## src/rtl/ascon_ctrl_fsm_if.sv

```systemverilog
// ---------------------------------------------------------------------------
// ascon_ctrl_fsm_if
// Handshake and datapath-control bundle between the ASCON-128 control FSM,
// the host that supplies 64-bit blocks, and the permutation/XOR datapath.
//
//   start_i         host -> fsm   start pulse (sampled only when idle)
//   data_valid_i    host -> fsm   AD/plaintext block is stable on data64
//   data_ready_o    fsm  -> host  block consumed this cycle
//   round_o         fsm  -> dp    permutation round index 0..11
//   input_select_o  fsm  -> dp    0 = load external state, 1 = loop back
//   xorup_select_o  fsm  -> dp    XOR data64 into x0 before the round
//   xordn_select_o  fsm  -> dp    post-round XOR: 00 none, 01 key, 10 domain bit
//   final_o         fsm  -> dp    XOR key into x1/x2 before the round
//   ena_reg_o       fsm  -> dp    state register write enable
//   ena_cipher_o    fsm  -> dp    capture ciphertext this cycle
//   ena_tag_o       fsm  -> dp    capture tag this cycle
//   busy_o          fsm  -> host  high outside IDLE
//   done_o          fsm  -> host  one-cycle pulse when the tag is valid
//
// The slave modport is the FSM; the master modport is the host/datapath side.
// ---------------------------------------------------------------------------
interface ascon_ctrl_fsm_if;
    logic       start_i;
    logic       data_valid_i;
    logic       data_ready_o;
    logic [3:0] round_o;
    logic       input_select_o;
    logic       xorup_select_o;
    logic [1:0] xordn_select_o;
    logic       final_o;
    logic       ena_reg_o;
    logic       ena_cipher_o;
    logic       ena_tag_o;
    logic       busy_o;
    logic       done_o;

    modport master (
        output start_i, data_valid_i,
        input  data_ready_o, round_o, input_select_o, xorup_select_o,
               xordn_select_o, final_o, ena_reg_o, ena_cipher_o, ena_tag_o,
               busy_o, done_o
    );

    modport slave (
        input  start_i, data_valid_i,
        output data_ready_o, round_o, input_select_o, xorup_select_o,
               xordn_select_o, final_o, ena_reg_o, ena_cipher_o, ena_tag_o,
               busy_o, done_o
    );
endinterface

```

## src/rtl/ascon_ctrl_fsm.sv

```systemverilog
// ---------------------------------------------------------------------------
// ascon_ctrl_fsm
// Control sequencer for ASCON-128 encryption. Drives every control input of
// the permutation/XOR datapath through: initialisation (p12), one associated
// data block (p6), NB_PT-1 full plaintext blocks (p6 each) and finalisation
// (p12, which also absorbs the last plaintext block and extracts the tag).
//
// Ports:
//   clock_i  rising-edge clock
//   reset_i  asynchronous active-high reset
//   bus      ascon_ctrl_fsm_if.slave (start/valid in, all controls out)
//
// Parameter:
//   NB_PT    plaintext blocks including the final one, 1..255
//
// All outputs are Moore decodes of the state and round counter.
// ---------------------------------------------------------------------------
module ascon_ctrl_fsm #(
    parameter int unsigned NB_PT = 4
) (
    input  logic            clock_i,
    input  logic            reset_i,
    ascon_ctrl_fsm_if.slave bus
);

    typedef enum logic [3:0] {
        IDLE,
        INIT,
        WAIT_AD,
        AD,
        WAIT_PT,
        PT,
        WAIT_FIN,
        FINAL,
        DONE
    } state_t;

    // Number of blocks handled in PT; the last plaintext block rides on FINAL.
    localparam logic [7:0] PT_BLOCKS = 8'(NB_PT - 1);

    localparam logic [3:0] ROUND_P12 = 4'd0;
    localparam logic [3:0] ROUND_P6  = 4'd6;
    localparam logic [3:0] ROUND_END = 4'd11;

    state_t     state_q, state_d;
    logic [3:0] round_q, round_d;
    logic [7:0] blk_q,   blk_d;

    // NOTE: asynchronous reset clears every register at once; since all
    // outputs decode these registers, the outputs drop in the same cycle.
    always_ff @(posedge clock_i or posedge reset_i) begin
        if (reset_i) begin
            state_q <= IDLE;
            round_q <= '0;
            blk_q   <= '0;
        end else begin
            // NOTE: non-blocking assignments so each register samples the
            // pre-edge values of the others.
            state_q <= state_d;
            round_q <= round_d;
            blk_q   <= blk_d;
        end
    end

    logic last_round;
    logic first_round;

    always_comb begin
        // NOTE: every signal gets a default before the case so no path leaves
        // it unassigned, which would otherwise infer a latch.
        state_d = state_q;
        round_d = round_q;
        blk_d   = blk_q;

        bus.data_ready_o   = 1'b0;
        bus.round_o        = round_q;
        bus.input_select_o = 1'b0;
        bus.xorup_select_o = 1'b0;
        bus.xordn_select_o = 2'b00;
        bus.final_o        = 1'b0;
        bus.ena_reg_o      = 1'b0;
        bus.ena_cipher_o   = 1'b0;
        bus.ena_tag_o      = 1'b0;
        bus.busy_o         = (state_q != IDLE);
        bus.done_o         = (state_q == DONE);

        last_round  = (round_q == ROUND_END);
        // p6 phases start at round 6, p12 phases at round 0.
        first_round = (state_q == AD || state_q == PT) ? (round_q == ROUND_P6)
                                                       : (round_q == ROUND_P12);

        // The round counter rests at 0 outside the round states and is
        // loaded with the phase start value on entry.
        case (state_q)
            IDLE: begin
                round_d = '0;
                blk_d   = '0;
                if (bus.start_i) begin
                    state_d = INIT;
                    round_d = ROUND_P12;
                end
            end

            INIT: begin
                bus.ena_reg_o      = 1'b1;
                bus.input_select_o = first_round ? 1'b0 : 1'b1;
                if (last_round) begin
                    bus.xordn_select_o = 2'b01;
                    state_d            = WAIT_AD;
                    round_d            = '0;
                end else begin
                    round_d = round_q + 4'd1;
                end
            end

            WAIT_AD: begin
                if (bus.data_valid_i) begin
                    state_d = AD;
                    round_d = ROUND_P6;
                end
            end

            AD: begin
                bus.ena_reg_o      = 1'b1;
                bus.input_select_o = 1'b1;
                bus.xorup_select_o = first_round;
                bus.data_ready_o   = first_round;
                if (last_round) begin
                    bus.xordn_select_o = 2'b10;
                    state_d            = (PT_BLOCKS != 8'd0) ? WAIT_PT : WAIT_FIN;
                    round_d            = '0;
                end else begin
                    round_d = round_q + 4'd1;
                end
            end

            WAIT_PT: begin
                if (bus.data_valid_i) begin
                    state_d = PT;
                    round_d = ROUND_P6;
                end
            end

            PT: begin
                bus.ena_reg_o      = 1'b1;
                bus.input_select_o = 1'b1;
                bus.xorup_select_o = first_round;
                bus.data_ready_o   = first_round;
                bus.ena_cipher_o   = first_round;
                if (last_round) begin
                    blk_d   = blk_q + 8'd1;
                    // Compare the post-increment count: it is the number of
                    // PT blocks finished once this round retires.
                    state_d = ((blk_q + 8'd1) < PT_BLOCKS) ? WAIT_PT : WAIT_FIN;
                    round_d = '0;
                end else begin
                    round_d = round_q + 4'd1;
                end
            end

            WAIT_FIN: begin
                if (bus.data_valid_i) begin
                    state_d = FINAL;
                    round_d = ROUND_P12;
                end
            end

            FINAL: begin
                bus.ena_reg_o      = 1'b1;
                bus.input_select_o = 1'b1;
                bus.xorup_select_o = first_round;
                bus.data_ready_o   = first_round;
                bus.ena_cipher_o   = first_round;
                bus.final_o        = first_round;
                if (last_round) begin
                    bus.xordn_select_o = 2'b01;
                    bus.ena_tag_o      = 1'b1;
                    state_d            = DONE;
                    round_d            = '0;
                end else begin
                    round_d = round_q + 4'd1;
                end
            end

            DONE: begin
                state_d = IDLE;
                round_d = '0;
            end

            default: begin
                state_d = IDLE;
                round_d = '0;
                blk_d   = '0;
            end
        endcase
    end

endmodule

```

## src/flat_wrapper.sv

```systemverilog
// flat-port wrapper written by rule: the top's interface ports become plain ports
module ascon_ctrl_fsm_flat 
#(
    parameter int unsigned NB_PT = 4
)
  (clock_i, reset_i, bus_start_i, bus_data_valid_i, bus_data_ready_o, bus_round_o, bus_input_select_o, bus_xorup_select_o, bus_xordn_select_o, bus_final_o, bus_ena_reg_o, bus_ena_cipher_o, bus_ena_tag_o, bus_busy_o, bus_done_o);
  ascon_ctrl_fsm_if bus_i ();
  input  logic clock_i;
  input  logic reset_i;
  input wire logic [$bits(bus_i.start_i)-1:0] bus_start_i;
  input wire logic [$bits(bus_i.data_valid_i)-1:0] bus_data_valid_i;
  output wire logic [$bits(bus_i.data_ready_o)-1:0] bus_data_ready_o;
  output wire logic [$bits(bus_i.round_o)-1:0] bus_round_o;
  output wire logic [$bits(bus_i.input_select_o)-1:0] bus_input_select_o;
  output wire logic [$bits(bus_i.xorup_select_o)-1:0] bus_xorup_select_o;
  output wire logic [$bits(bus_i.xordn_select_o)-1:0] bus_xordn_select_o;
  output wire logic [$bits(bus_i.final_o)-1:0] bus_final_o;
  output wire logic [$bits(bus_i.ena_reg_o)-1:0] bus_ena_reg_o;
  output wire logic [$bits(bus_i.ena_cipher_o)-1:0] bus_ena_cipher_o;
  output wire logic [$bits(bus_i.ena_tag_o)-1:0] bus_ena_tag_o;
  output wire logic [$bits(bus_i.busy_o)-1:0] bus_busy_o;
  output wire logic [$bits(bus_i.done_o)-1:0] bus_done_o;
  assign bus_i.start_i = bus_start_i;
  assign bus_i.data_valid_i = bus_data_valid_i;
  assign bus_data_ready_o = bus_i.data_ready_o;
  assign bus_round_o = bus_i.round_o;
  assign bus_input_select_o = bus_i.input_select_o;
  assign bus_xorup_select_o = bus_i.xorup_select_o;
  assign bus_xordn_select_o = bus_i.xordn_select_o;
  assign bus_final_o = bus_i.final_o;
  assign bus_ena_reg_o = bus_i.ena_reg_o;
  assign bus_ena_cipher_o = bus_i.ena_cipher_o;
  assign bus_ena_tag_o = bus_i.ena_tag_o;
  assign bus_busy_o = bus_i.busy_o;
  assign bus_done_o = bus_i.done_o;
  ascon_ctrl_fsm #(.NB_PT(NB_PT)) u_core (.clock_i(clock_i), .reset_i(reset_i), .bus(bus_i));
endmodule
```

## config.mk

```make
export PLATFORM = sky130hd
export DESIGN_NAME = ascon_ctrl_fsm_flat
export DESIGN_NICKNAME = d
export VERILOG_FILES = /design/src/rtl/ascon_ctrl_fsm_if.sv /design/src/rtl/ascon_ctrl_fsm.sv /design/src/flat_wrapper.sv
export SDC_FILE = /design/constraint.sdc
export NUM_CORES = 1
export LEC_CHECK = 0
export ABC_CLOCK_PERIOD_IN_PS = 3200
export CAP_MARGIN = 20
export CORE_AREA = 2 2 58 60
export DETAILED_ROUTE_END_ITERATION = 6
export DIE_AREA = 0 0 60 62
export DONT_BUFFER_PORTS = 1
export PLACE_DENSITY_LB_ADDON = 0.15
export SYNTH_ARGS = -nofsm -noshare
export SYNTH_HDL_FRONTEND = slang
export SYNTH_SLANG_ARGS = --single-unit
```

## constraint.sdc

```tcl
create_clock -name clock_i -period 3.2 [get_ports clock_i]
set_input_delay 0.64 -clock clock_i [delete_from_list [all_inputs] [get_ports clock_i]]
set_output_delay 0.64 -clock clock_i [all_outputs]
set_load 0.05 [all_outputs]
```

======== After elaboration in Yosys (flattened, before gate mapping) ========
Index checks and enable logic that the tools add are counted.
cells by class
  mux-type cells .......................... 28
  reductions and logical operators ........ 13
  bitwise gates (word level) .............. 1
  add/sub/neg operators ................... 2
  $lt $le $gt $ge ......................... 1
  eq/ne operators ......................... 19
operator list
  operator                                                number
  2-to-1 mux 4 bit                                        11
  case mux 4 bit (8 select lines)                         1
  == test 4 x 3 -> 1 bit (second input constant)          5
  case mux 8 bit (2 select lines)                         1
  case mux 4 bit (3 select lines)                         1
  inequality test 2 x 1 -> 1 bit (second input constant)  5
  2-to-1 mux 1 bit                                        9
  adder 8 x 1 -> 8 bit (second input constant)            1
  == test 4 x 2 -> 1 bit (second input constant)          2
  == test 4 bit (second input constant)                   2
  logical NOT 4 bit                                       2
  < comparator 8 x 2 -> 1 bit (second input constant)     1
  2-to-1 mux 8 bit                                        1
  inequality test 2 bit (second input constant)           4
  AND reduction 8 bit                                     1
  OR reduction 7 bit                                      1
  OR reduction 2 bit                                      3
  adder 4 x 1 -> 4 bit (second input constant)            1
  == test 4 x 1 -> 1 bit (second input constant)          1
  2-to-1 mux 2 bit                                        2
  case mux 2 bit (2 select lines)                         1
  AND reduction 2 bit                                     2
  nonzero test 4 bit                                      1
  OR reduction 4 bit                                      1
  other kinds (4)                                         4
storage, ports and cells
  input bits .............................. 4
  word-level logic and storage cells ...... 67
  register bits after elaboration ......... 16
  output and inout port bits .............. 15

======== Longest topological paths before layout ========
Gate-level depths: netlist (run 1).
  depth after elaboration ................. 5
  depth in mapped cells ................... 8
  depth with buffers taken out ............ 7

======== Worst setup path before layout (run 1) ========
OpenSTA, ideal clock, no wires.
  path type ............................... register -> output
  start point ............................. register u_core.round_q[0], in the netlist u_core.bus.round_o[0]
  end point ............................... output bus_xordn_select_o[1]
  path slack .............................. 0.053 ns
  stages on the path, launching flop included .. 6
  buffers on the path ..................... 1
  arrival ................................. 2.507 ns
  data required time ...................... 2.560 ns
  cell sequence ........................... dfrtp_1 -> ha_1 -> and3b_1 -> buf_6 -> nand2_1 -> nor3b_1
between the ends
  cells in the longest elaborated chain, start to end .. 3
RTL lines
  item                             line                   source
  start, declared                  ascon_ctrl_fsm.sv:46   logic [3:0] round_q, round_d;
  start signal, assigned           ascon_ctrl_fsm.sv:60   round_q <= round_d;
  == test 4 bit                    ascon_ctrl_fsm.sv:87   last_round = (round_q == ROUND_END);
  2-to-1 mux 2 bit                 ascon_ctrl_fsm.sv:128  if (last_round) begin
  case mux 2 bit (2 select lines)  ascon_ctrl_fsm.sv:94   case (state_q)
  end, declared                    flat_wrapper.sv:16     output wire logic [$bits(bus_i.xordn_select_o)-1:0] bus_xordn_select_o;
No other way between the ends.

======== Final worst setup path (run 1) ========
  start point ............................. register u_core.round_q[3], in the netlist u_core.bus.round_o[3]
  end point ............................... output bus_xordn_select_o[1]
The elaborated chain is that of the path after synthesis.

==> flow_metrics.py, run 1 <==
metrics = {
    "routing": {
        "vias": 1076,
        "drc": 0,
        "post_drt_wl_per_cell_um": 13.6,
        "antenna_left": 0,
        "via_per_inst": 5.43,
        "first_pass_iters": 4,
        "routed_wl_um": 2700,
        "drt_iter0_drc": 40,
    },
    "logic_synthesis": {
        "netlist.area_leader.share_pct": 33.7,
        "synth_area_leaders": "dfrtp_1 (34%), o21ai_0 (6.7%), ha_1 (5.3%), nand2_1 (5.1%), nor2_1 (4.4%)",
        "synth_warnings": 0,
        "synth_cell_type_count": 45,
        "ys_seq_area_share_pct": 33.7,
        "synth-edff-count": 0,
        "synth_area_mm2": 0.00119,
        "synthCells": 147,
        "synth_flop_cell": "dfrtp_1",
        "synth_top_cell_by_area": "dfrtp_1",
        "synthArstFlopShare_pct": 100,
        "synthTopCellsByCount": "dfrtp_1 (16), nand2_1 (16), o21ai_0 (16), nor2_1 (14), inv_1 (8)",
        "ys_ff_latch": 16,
        "synth.avg_cell_area_um2": 8.09,
        "syn_nets": 156,
    },
    "finish": {
        "drive_gt1_share_pct": 14.5,
        "multiInputGateArea_um2": 714,
        "finalNetCount": 162,
        "stdcell_area_mm2": 0.00131,
        "n_fill_cell": 331,
        "area_growth_syn_to_layout_pct": 10.2,
        "antenna_cells": 0,
        "regArea_um2": 400,
    },
    "cts": {
        "cts_buffer_depth": 2,
        "cts_setup_buffers": 0,
        "cts_buffers": 3,
        "clk_latency_ps": 290,
        "cts_resized": 0,
        "cts_max_level": 1,
        "cts_tree": "yes",
        "cts_root_buffer": "clkbuf_4",
        "clk_pin_slew_ps": 100,
        "cts.sinks": 16,
        "postCtsHoldBufs": 0,
    },
    "sta": {
        "slew_headroom_pct": 54.5,
        "rsz0062_at_grt": "no",
        "fin_crit_ps": 2660,
        "tns_ps": 0,
        "drv_slew": 0,
        "setup_viol": 0,
        "hold_violations": 0,
        "skew_ps": 0.896,
        "tightestPinTransition_ps": 682,
        "period_share_pct": 83.2,
        "fmax_mhz": 376,
    },
    "run": {
        "cap_violations": 0,
    },
    "global_routing": {
        "grt_max_degree": 17,
        "overflow": 0,
        "first_global_vias": 933,
        "grt_pass1_wl_um": 4400,
        "antenna_found_initial": 0,
        "grt_use_total_pct": 15.6,
    },
    "floorplan": {
        "core-area_mm2": 0.00318,
        "num_rows": 21,
        "initial_core_util_pct": 37.4,
        "fp.dieW_um": 60,
        "fp.dieH_um": 62,
        "num_io_pins": 19,
        "dieArea_mm2": 0.00372,
    },
    "pwr": {
        "cellPowerDensity_mw_per_mm2": 872,
        "peakVddDrop_uv": 504,
        "leakage_nw": 0.568,
        "total_power_mw": 1.14,
    },
    "critical_path": {
        "cp.required_ps": 2560,
        "startpoint_type": "flip-flop",
        "worstPathMaxFanout": 7,
        "arrival_ps": 2020,
        "endpoint_kind": "primary output",
        "worst-setup-path-type": "reg -> out",
    },
    "hold_path": {
        "hold_class": "in -> async",
    },
    "place": {
        "postPlaceCellArea_mm2": 0.00127,
        "place_hpwl_um": 1970,
        "io_buffer_count": 0,
        "routabilityCongestion": 0.774,
    },
    "outcome": {
        "outcome": "finished, final reports clean",
    },
}
[state kept, by name (all words and copies together) (netlist names)]
signal and cells:
u_core.bus.round_o 4, u_core.state_q 4, u_core.blk_q 8
[cell families (layout without fill, tap and decap cells)]
group	Yosys count	in the layout	share of synthesized area (%)
simple gates	61	61	25.6
flops	16	16	33.7
mux	1	1	0.842
buf+inv	17	22	6.84
xor+xnor	1	1	0.737
fa+ha+maj	5	5	5.26
compound gates	46	46	27.1
[power by group]
part	internal, mW	switching [mW]
clock	0.0692	0.0703
combinational	0.192	0.429
sequential	0.251	0.131
total	0.512	0.631
[cell type report]
cell class	count	area share, %
Clock buffer	4	2.77
Inverter	9	2.58
Multi-Input combinational cell	114	54.5
Sequential cell	16	30.6
Tap cell	46	4.39
Timing Repair Buffer	9	5.16
[per-layer routing]
layer | vias to the layer above | share of wire, % | global-route usage [%]
met5 | - | 0 | 0
met4 | 0 | 1.3 | 5.40
met3 | 4 | 2.9 | 2.48
met2 | 18 | 45 | 23.3
met1 | 513 | 51 | 22.8
li1 | 541 | - | -
[worst max-delay path: stages (launching register included)]
cell	delay, ps
dfrtp_1	730
and3b_1	440
nand2_1	170
nor3b_2	170
buf_4	210
[cells in the final DEF, fill, tap and decap left out, types with 2 or more instances in the layout]
cell type | synthesis | final
o21ai_0 | 16 | 16
nor2b_1 | 4 | 4
and3_1 | 4 | 4
nor2_1 | 14 | 13
nand3_1 | 7 | 7
nor3_1 | 3 | 3
buf_4 | 1 | 9
nand4_1 | 2 | 2
dfrtp_1 | 16 | 16
ha_1 | 5 | 5
nand2_1 | 16 | 16
a31oi_1 | 5 | 5
a21oi_1 | 7 | 7
o31ai_1 | 4 | 4
clkbuf_4 | 0 | 3
inv_1 | 8 | 8
[metrics by stage]
step                setup WS [ps]  hold slack [ps]  cells  util (%)
finish                        538              329    198      41.2
global placement              901              516    194      40.1
global route                  375              365    198      41.2
detailed placement            861              528    194      40.1
CTS                           518              338    198      41.2
floorplan                    52.9              488    147         -
[final timing paths]
path	from	to	slack (ps)	depth (start not counted)
worst max-delay path	u_core.bus.round_o[3]	bus_xordn_select_o[1]	540	4
worst min-delay path	reset_i	u_core.bus.round_o[0]	330	1
worst max register to register	u_core.bus.round_o[3]	u_core.blk_q[7]	1110	5
worst min register to register	u_core.blk_q[7]	u_core.blk_q[7]	550	1
max in group asynchronous	reset_i	u_core.blk_q[6]	2440	1
min in group clock_i	u_core.blk_q[7]	u_core.blk_q[7]	550	1
(Power assumes the default switching activity.)
==> inputs of run 2 (changes only) <==
Settings changed: ABC_CLOCK_PERIOD_IN_PS 3200 to 2400.
Clock period 3.2 ns to 2.4 ns, I/O delays scaled along.
==> flow_metrics.py, run 2 (synthesized netlist as in run 1, its figures left out) <==
metrics = {
    "global_routing": {
        "grt_use_total_pct": 16.3,
        "overflow": 0,
        "first_global_vias": 1001,
        "antenna_found_initial": 0,
        "grt_pass1_wl_um": 4600,
        "grt_max_degree": 17,
    },
    "routing": {
        "drt-met1-wl_um": 1380,
        "dr_wl_met3_um": 73,
        "drt_iter0_drc": 48,
        "dr.max_layer_used": "met4",
        "routed_wl_um": 2780,
        "vias": 1107,
        "drc": 0,
        "via_per_inst": 5.32,
        "first_pass_iters": 4,
        "met2_length_um": 1300,
        "antenna_left": 0,
        "post_drt_wl_per_cell_um": 13.4,
    },
    "critical_path": {
        "arrival_ps": 1750,
        "r2r_slack_ps": 490,
        "cp.required_ps": 1920,
        "worst-setup-path-type": "reg -> out",
        "max_stage_delay_ps": 400,
        "endpoint_kind": "primary output",
        "startpoint_type": "flip-flop",
        "cpMaxStageDelayCell": "dfrtp_1",
        "path_cells": "inv_1, ha_1, and2b_1, nand2_1, o21ai_1, a32oi_2, nor2_4, buf_12",
        "worstPathMaxFanout": 4,
    },
    "sta": {
        "skew_ps": 2.43,
        "fmax_mhz": 448,
        "hold_violations": 0,
        "tightestPinTransition_ps": 660,
        "rsz0062_at_grt": "no",
        "hold_ws_ps": 165,
        "drv_slew": 0,
        "period_share_pct": 93.0,
        "fin_crit_ps": 2230,
        "slew_headroom_pct": 56.0,
        "setup_viol": 0,
    },
    "finish": {
        "largest-register": "u_core.blk_q",
        "largest_reg_flops": 8,
        "n_fill_cell": 338,
        "antenna_cells": 0,
        "drive_gt1_share_pct": 21.6,
        "final_cell_mix": "buf_4 (17), nand2_1 (16), dfrtp_1 (16)",
        "layout_commonest_cell": "buf_4",
        "finalNetCount": 172,
        "area_growth_syn_to_layout_pct": 20.4,
        "fin_cells": 208,
    },
    "floorplan": {
        "initial_core_util_pct": 37.4,
        "fp.dieH_um": 62,
        "core-area_mm2": 0.00318,
        "fp.dieW_um": 60,
        "dieArea_mm2": 0.00372,
        "num_rows": 21,
        "num_io_pins": 19,
    },
    "pwr": {
        "cellPowerDensity_mw_per_mm2": 1170,
        "leakage_nw": 0.627,
        "peakVddDrop_uv": 577,
    },
    "cts": {
        "clk_latency_ps": 280,
        "cts_buffer_depth": 2,
        "clk_pin_slew_ps": 100,
        "postCtsHoldBufs": 0,
        "cts_root_buffer": "clkbuf_4",
        "cts_max_level": 1,
        "cts_buffers": 3,
        "cts_tree": "yes",
        "cts.sinks": 16,
    },
    "place": {
        "io_buffer_count": 0,
        "place_hpwl_um": 2120,
        "routabilityCongestion": 0.812,
        "numPlacedInstances": 200,
    },
    "hold_path": {
        "hold_class": "in -> async",
    },
    "outcome": {
        "outcome": "finished, final reports clean",
    },
    "run": {
        "cap_violations": 0,
    },
}
[run 2: routing by layer]
metal  global-route usage (%)  vias up
li1                         -      556
met1                     22.2      530
met2                     26.7       17
met3                     3.93        4
met4                     2.86        0
met5                        0        -
[run 2: path summary, 6_finish.rpt]
path | from | endpoint | cells past startpoint
min in group clock_i | bus_data_valid_i | u_core.bus.round_o[0] | 3
setup / recovery | u_core.bus.round_o[0] | bus_xorup_select_o | 8
max in group asynchronous | reset_i | u_core.blk_q[2] | 1
hold reg to reg | u_core.blk_q[7] | u_core.blk_q[7] | 1
hold / removal | reset_i | u_core.blk_q[6] | 1
setup reg to reg | u_core.bus.round_o[0] | u_core.blk_q[6] | 8
[run 2: repair_timing]
| item | 4_1_cts | 5_1_grt |
|---|---|---|
| endpoints found under the setup margin | 0 | 2 |
| resized for setup | 0 | 2 |
| buffers inserted | 0 | 4 |
[run 2: where the power goes]
group | switching, mW | internal [mW] | total (mW)
Clock | 0.0874 | 0.0923 | 0.180
Combinational | 0.657 | 0.364 | 1.02
Sequential | 0.140 | 0.336 | 0.477
Total | 0.885 | 0.793 | 1.68
[run 2: cell type report]
class / instances / area, µm² / share of cell area (%)
clock buffer: 4 / 36.3 / 2.53
tap: 46 / 57.6 / 4.02
sequential: 16 / 400 / 28.0
inverter: 9 / 33.8 / 2.36
multi-input combinational: 114 / 736 / 51.4
timing repair buffer: 19 / 168 / 11.7
[run 2: worst max-delay path: cells and delay by family, from the launching register on]
kind | cells | cell delay, ps
AOI/OAI and AO/OA | 2 | 320
adders and majority gates | 1 | 210
DFF | 1 | 400
buffers and inverters | 2 | 250
and+or+nand+nor | 3 | 280
[run 2: through the flow]
| stage | total power [mW] | utilization, % | TNS [ps] | worst slack, ps | area (µm²) |
|---|---|---|---|---|---|
| after CTS | 1.63 | 43.8 | 0 | 83.5 | 1390 |
| after floorplan | 1.20 | - | -297 | -119 | 1210 |
| final | 1.68 | 45.0 | 0 | 167 | 1430 |
| after global placement | 1.44 | 42.7 | 0 | 482 | 1360 |
| after detailed placement | 1.45 | 42.7 | 0 | 409 | 1360 |
| after global routing | 1.82 | 45.0 | 0 | 2.71 | 1430 |
